**config.mk**
```make
export PLATFORM = sky130hd
export DESIGN_NAME = pipelined_carry_adder
export DESIGN_NICKNAME = d
export VERILOG_FILES = /design/src/rtl/pipe_adder_pkg.sv /design/src/rtl/adder_slice.sv /design/src/rtl/pipelined_carry_adder.sv
export SDC_FILE = /design/constraint.sdc
export NUM_CORES = 1
export LEC_CHECK = 0
export ABC_AREA = 1
export CELL_PAD_IN_SITES_DETAIL_PLACEMENT = 2
export CELL_PAD_IN_SITES_GLOBAL_PLACEMENT = 2
export CORE_AREA = 4 4 170 155
export CTS_CLUSTER_DIAMETER = 50
export CTS_CLUSTER_SIZE = 14
export DETAILED_ROUTE_END_ITERATION = 8
export DIE_AREA = 0 0 174 159
export DONT_BUFFER_PORTS = 1
export GPL_TIMING_DRIVEN = 0
export PLACE_DENSITY = 0.84
export SYNTH_ARGS = -nofsm -noshare
export SYNTH_HDL_FRONTEND = slang
export SYNTH_SLANG_ARGS = --single-unit
```
**constraint.sdc**
```tcl
create_clock -name clk -period 5.3 [get_ports clk]
set_clock_uncertainty 0.2 [all_clocks]
set_input_delay 1.06 -clock clk [delete_from_list [all_inputs] [get_ports clk]]
set_output_delay 1.06 -clock clk [all_outputs]
set_load 0.01 [all_outputs]
```
**src/rtl/pipe_adder_pkg.sv**
```systemverilog
// Shared constants and helpers for the pipelined carry adder.
// Holds the default geometry, the slice-width helper and a geometry check.
package pipe_adder_pkg;

  localparam int unsigned DEF_WIDTH  = 32;
  localparam int unsigned DEF_STAGES = 4;

  // Bits rippled by each pipeline stage.
  function automatic int unsigned slice_w(
    input int unsigned width,
    input int unsigned stages
  );
    return width / stages;
  endfunction

  // Geometry is legal when the word splits into equal slices.
  function automatic bit geom_ok(
    input int unsigned width,
    input int unsigned stages
  );
    return (stages != 0) && ((width % stages) == 0);
  endfunction

endpackage

```
**src/rtl/adder_slice.sv**
```systemverilog
// Combinational SLICE-bit ripple-carry adder, one instance per stage.
// Ports: a, b (SLICE) operands; ci carry in; s (SLICE) sum; co carry out.
module adder_slice
  import pipe_adder_pkg::*;
#(
  parameter int unsigned SLICE = slice_w(DEF_WIDTH, DEF_STAGES)
) (
  input  logic [SLICE-1:0] a,
  input  logic [SLICE-1:0] b,
  input  logic             ci,
  output logic [SLICE-1:0] s,
  output logic             co
);

  logic [SLICE:0] c;

  assign c[0] = ci;

  for (genvar i = 0; i < SLICE; i++) begin : g_bit
    assign s[i]   = a[i] ^ b[i] ^ c[i];
    assign c[i+1] = (a[i] & b[i])
                  | (b[i] & c[i])
                  | (a[i] & c[i]);
  end

  assign co = c[SLICE];

endmodule

```
**src/rtl/pipelined_carry_adder.sv**
```systemverilog
// Pipelined ripple-carry adder: WIDTH-bit a+b+cin, one SLICE per stage,
// operands skewed in and sums de-skewed out, valid/ready on both sides.
// Ports: clk, rst (sync, active-high); in_valid/in_ready, a, b, cin;
//        out_valid/out_ready, sum, cout; ovf only with PIPE_ADDER_OVF_EN.
module pipelined_carry_adder
  import pipe_adder_pkg::*;
#(
  parameter int unsigned WIDTH  = DEF_WIDTH,
  parameter int unsigned STAGES = DEF_STAGES
) (
  input  logic             clk,
  input  logic             rst,
  input  logic             in_valid,
  output logic             in_ready,
  input  logic [WIDTH-1:0] a,
  input  logic [WIDTH-1:0] b,
  input  logic             cin,
  output logic             out_valid,
  input  logic             out_ready,
  output logic [WIDTH-1:0] sum,
  output logic             cout
`ifdef PIPE_ADDER_OVF_EN
  ,
  output logic             ovf
`endif
);

  localparam int unsigned SLICE = slice_w(WIDTH, STAGES);

  if (!geom_ok(WIDTH, STAGES)) begin : g_bad_geom
    $error("WIDTH must be a multiple of STAGES");
  end

  logic adv;

  // Index k is what stage k sees; index k+1 is stage k's register.
  // Operands are only carried while a later stage still needs them.
  logic [WIDTH-1:0] a_st [STAGES];
  logic [WIDTH-1:0] b_st [STAGES];
  logic [WIDTH-1:0] s_st [STAGES+1];
  logic             c_st [STAGES+1];
  logic             v_st [STAGES+1];

  // Whole pipe moves as one: it advances unless a result is stuck.
  assign adv      = !out_valid || out_ready;
  assign in_ready = adv;

  assign a_st[0] = a;
  assign b_st[0] = b;
  assign s_st[0] = '0;
  assign c_st[0] = cin;
  assign v_st[0] = in_valid;

  for (genvar k = 0; k < STAGES; k++) begin : g_stage

    logic [SLICE-1:0] slc_s;
    logic             slc_co;
    logic [WIDTH-1:0] s_d;
    logic [WIDTH-1:0] s_q;
    logic             c_q;
    logic             v_q;

    adder_slice #(
      .SLICE (SLICE)
    ) u_slice (
      .a  (a_st[k][k*SLICE +: SLICE]),
      .b  (b_st[k][k*SLICE +: SLICE]),
      .ci (c_st[k]),
      .s  (slc_s),
      .co (slc_co)
    );

    // Lower slices arrive already summed; drop this slice in.
    always_comb begin
      s_d = s_st[k];
      s_d[k*SLICE +: SLICE] = slc_s;
    end

    always_ff @(posedge clk) begin
      if (rst) begin
        v_q <= 1'b0;
        c_q <= 1'b0;
        s_q <= '0;
      end else if (adv) begin
        v_q <= v_st[k];
        c_q <= slc_co;
        s_q <= s_d;
      end
    end

    assign v_st[k+1] = v_q;
    assign c_st[k+1] = c_q;
    assign s_st[k+1] = s_q;

    if (k < STAGES - 1) begin : g_skew
      logic [WIDTH-1:0] a_q;
      logic [WIDTH-1:0] b_q;

      always_ff @(posedge clk) begin
        if (rst) begin
          a_q <= '0;
          b_q <= '0;
        end else if (adv) begin
          a_q <= a_st[k];
          b_q <= b_st[k];
        end
      end

      assign a_st[k+1] = a_q;
      assign b_st[k+1] = b_q;
    end

`ifdef PIPE_ADDER_OVF_EN
    if (k == STAGES - 1) begin : g_ovf
      logic ovf_d;
      logic ovf_q;

      // Same-sign operands whose sum flips sign.
      assign ovf_d =
        (a_st[k][WIDTH-1] == b_st[k][WIDTH-1]) &&
        (s_d[WIDTH-1] != a_st[k][WIDTH-1]);

      always_ff @(posedge clk) begin
        if (rst) begin
          ovf_q <= 1'b0;
        end else if (adv) begin
          ovf_q <= ovf_d;
        end
      end

      assign ovf = ovf_q;
    end
`endif

  end

  assign out_valid = v_st[STAGES];
  assign cout      = c_st[STAGES];
  assign sum       = s_st[STAGES];

endmodule

```
==> metrics.txt <==
outcome=completed; PostCTS Resize Cnt=0; clk_lat worst skew=440 ps; clock buffer count from CTS=17; Post-CTS Repair Setup Buffers=0; syn nets=1344; switching share of power=29.6%; total power=3.24 mW; First-pass DRT Iterations=4; worst slew pin tran=660 ps; Unique masters post-synth=13; required time of the critical path=approximately 5500 ps; Area growth syn-to-layout=11.4%; register bit total from synthesis=184; Compound-Gate Fraction of Synth Area=0.0588%; RD Place Congestion=between 0.7 and 0.8; Cell Chain, Critical Path=inv_1 -> fa_1 -> inv_1 -> fa_1 -> fa_1 -> fa_1 -> fa_1 -> fa_1 -> fa_1 -> inv_1 -> fa_1 -> inv_1 -> nor2_1 -> nor2_1; CTS tree=done; Via density=4.78; Worst Path Max Fanout=1; highest-count cells in the layout ignoring fill and taps=nor2_1, inv_1, nand2_1, dfxtp_1, nand3_1; post-synthesis cell count=1243; first-pass GRT wire length=46700 um; RSZ-0062 raised after global routing=no; placed insts=1551; remaining antenna violation count=0; GRT Total Usage=between 20% and 30%; clock buffer depth=2; crit end category=register; max-cap violations=0; largest net degree at the start of global routing=19; CP Class=input pin to register; ANT cells=0; Crit path arrival time=4530 ps; hpwl dp=20500 um; I/O pin total=about 100; mapped cell area=8520 um^2; Die Footprint=27700 um^2; largest family of logic cells by synthesized area=simple AND/OR/NAND/NOR gates; startpoint types=input pin; sequential fraction of the synthesis area=43.3%; initial antenna violation count=0; # clock sinks=184; Final Cycle Share=82.2%; CTS Hold Bufs=0; vias in the first global route=roughly 8500; count of final max-slew check failures=0; Switching Power=roughly 0.96 mW; Worst Path Buf+Inv=4; Synth Warn #=0; Slew headroom=56.0%; Worst VDD drop=0.165 mV; core area=24300 um^2; Fill cells=between 2000 and 3000; layout cells sized above 1=about 7.8%; most used cell, CP=fa_1; Leak=4.24 nW; XOR/XNOR Fraction of Synth Area=0%; non-filler cells, final=1583; syn_area_per_cell=6.85 um^2; nets=around 1400; highest clock rate=~230 MHz; Die Wd=174 um; DRC Markers=0; Routed WL=28800 um; Fin. Hold Viols=0; critical path's top delay family=adder cells; Int Pwr=2.28 mW; gr busiest metal=met2; post-synthesis simple-gate area fraction=a little over a third; GR Layer Usage met2=37.8%; setup TNS=0 ps; Die Y=159 um; Power Dens Cells=342 nW/um^2; # rows=54; met3 usage=4.63%; multiplexer share of the synthesized area=0%; Comb pwr share=11.7%; most common cell after layout, fill and taps aside=nor2_1; Final min period=4360 ps; Clock Tree Root=clkbuf_16; PortBufs=0; Starting Density=approximately a third; grt met1 use=26.3%; Clk pin slew, worst setup/hold paths=80 ps; Clk network pwr share=40.1%; Routed wire per std cell=approximately 18 um; setup violators final=0; Hold WS=288 ps; area share of fa/ha/maj cells after synthesis=approximately 7.5%; grt total ovfl=0; HP Class=register to register; initial DRC count=330; slowest stage delay, CP=440 ps; via count=7561; Reg power frac=48.1%; critical path's slowest cell=fa_1; H-tree depth=4
[power by group through the flow]
stage	Clock [mW]	Sequential, mW	Combinational [mW]
after CTS	1.32	1.56	0.389
after floorplan	0	1.56	0.267
after global routing	1.38	1.57	0.441
after global placement	0	1.59	0.353
final	1.30	1.56	0.381
after detailed placement	0	1.59	0.374
[per-stage QoR]
stage	utilization (%)	setup slack, ps	area [um^2]
CTS	39.0	924	9480
global placement	36.6	615	8900
global route	39.0	787	9480
floorplan	-	847	8520
detailed placement	36.6	522	8900
finish	39.0	943	9480
[sequential cells by signal, summed over array words and instances (netlist names)]
register / cells
g_stage.g_skew.b_q: 48
cout: 1
g_stage.c_q: 3
g_stage.g_skew.a_q: 48
g_stage.v_q: 3
out_valid: 1
g_stage.s_q: 48
sum: 32
[cells by family after synthesis]
logic type,after synthesis
adder cells (fa/ha/maj),32
buffers and inverters,292
flip-flops,184
AO/OA/AOI/OAI,1
AND/OR/NAND/NOR,734
[area by class of cell]
type                    count  area (um^2)  share of cell area, %
well taps                 308          385                   4.06
multi-input cells         767         3630                   38.3
flip-flops and latches    184         3680                   38.8
inverters                 211          792                   8.35
plain buffers              81          408                   4.30
clock inverters            15          158                   1.66
clock buffers              17          425                   4.49
[per-layer routing]
layer	wire length, um	up-vias
li1	-	3694
met3	1320	28
met1	12500	3738
met2	14600	101
met5	0	-
met4	364	0
[cells in the mapped netlist]
| cell type | count | share of area, % |
|---|---|---|
| nor2_1 | 366 | 16 |
| inv_1 | 210 | 9.3 |
| dfxtp_1 | 184 | 43 |
| nand2_1 | 184 | 8.1 |
| nand3_1 | 183 | 11 |
| buf_2 | 56 | 3.3 |
| fa_1 | 32 | 7.5 |
| buf_4 | 9 | 0.79 |
| buf_1 | 8 | 0.35 |
| clkbuf_1 | 8 | 0.35 |
| a21oi_1 | 1 | 0.059 |
| inv_2 | 1 | 0.044 |
| nor2_2 | 1 | 0.074 |
[worst min-delay path: stages, from the launching register on]
cell     delay, ps
dfxtp_1        330
nor2_1          50
nor2_1          80
[final timing paths]
kind,startpoint,to,slack (ps),depth (start not counted)
worst max-delay path,a[0],g_stage[0].s_q[7]$_SDFFE_PP0P_,940,14
worst min-delay path,g_stage[2].s_q[5]$_SDFFE_PP0P_,sum[5]$_SDFFE_PP0P_,290,2
worst max register to register,g_stage[2].c_q$_SDFFE_PP0P_,sum[31]$_SDFFE_PP0P_,1020,14
worst min register to register,g_stage[2].s_q[5]$_SDFFE_PP0P_,sum[5]$_SDFFE_PP0P_,290,2
(Power assumes the default switching activity.)
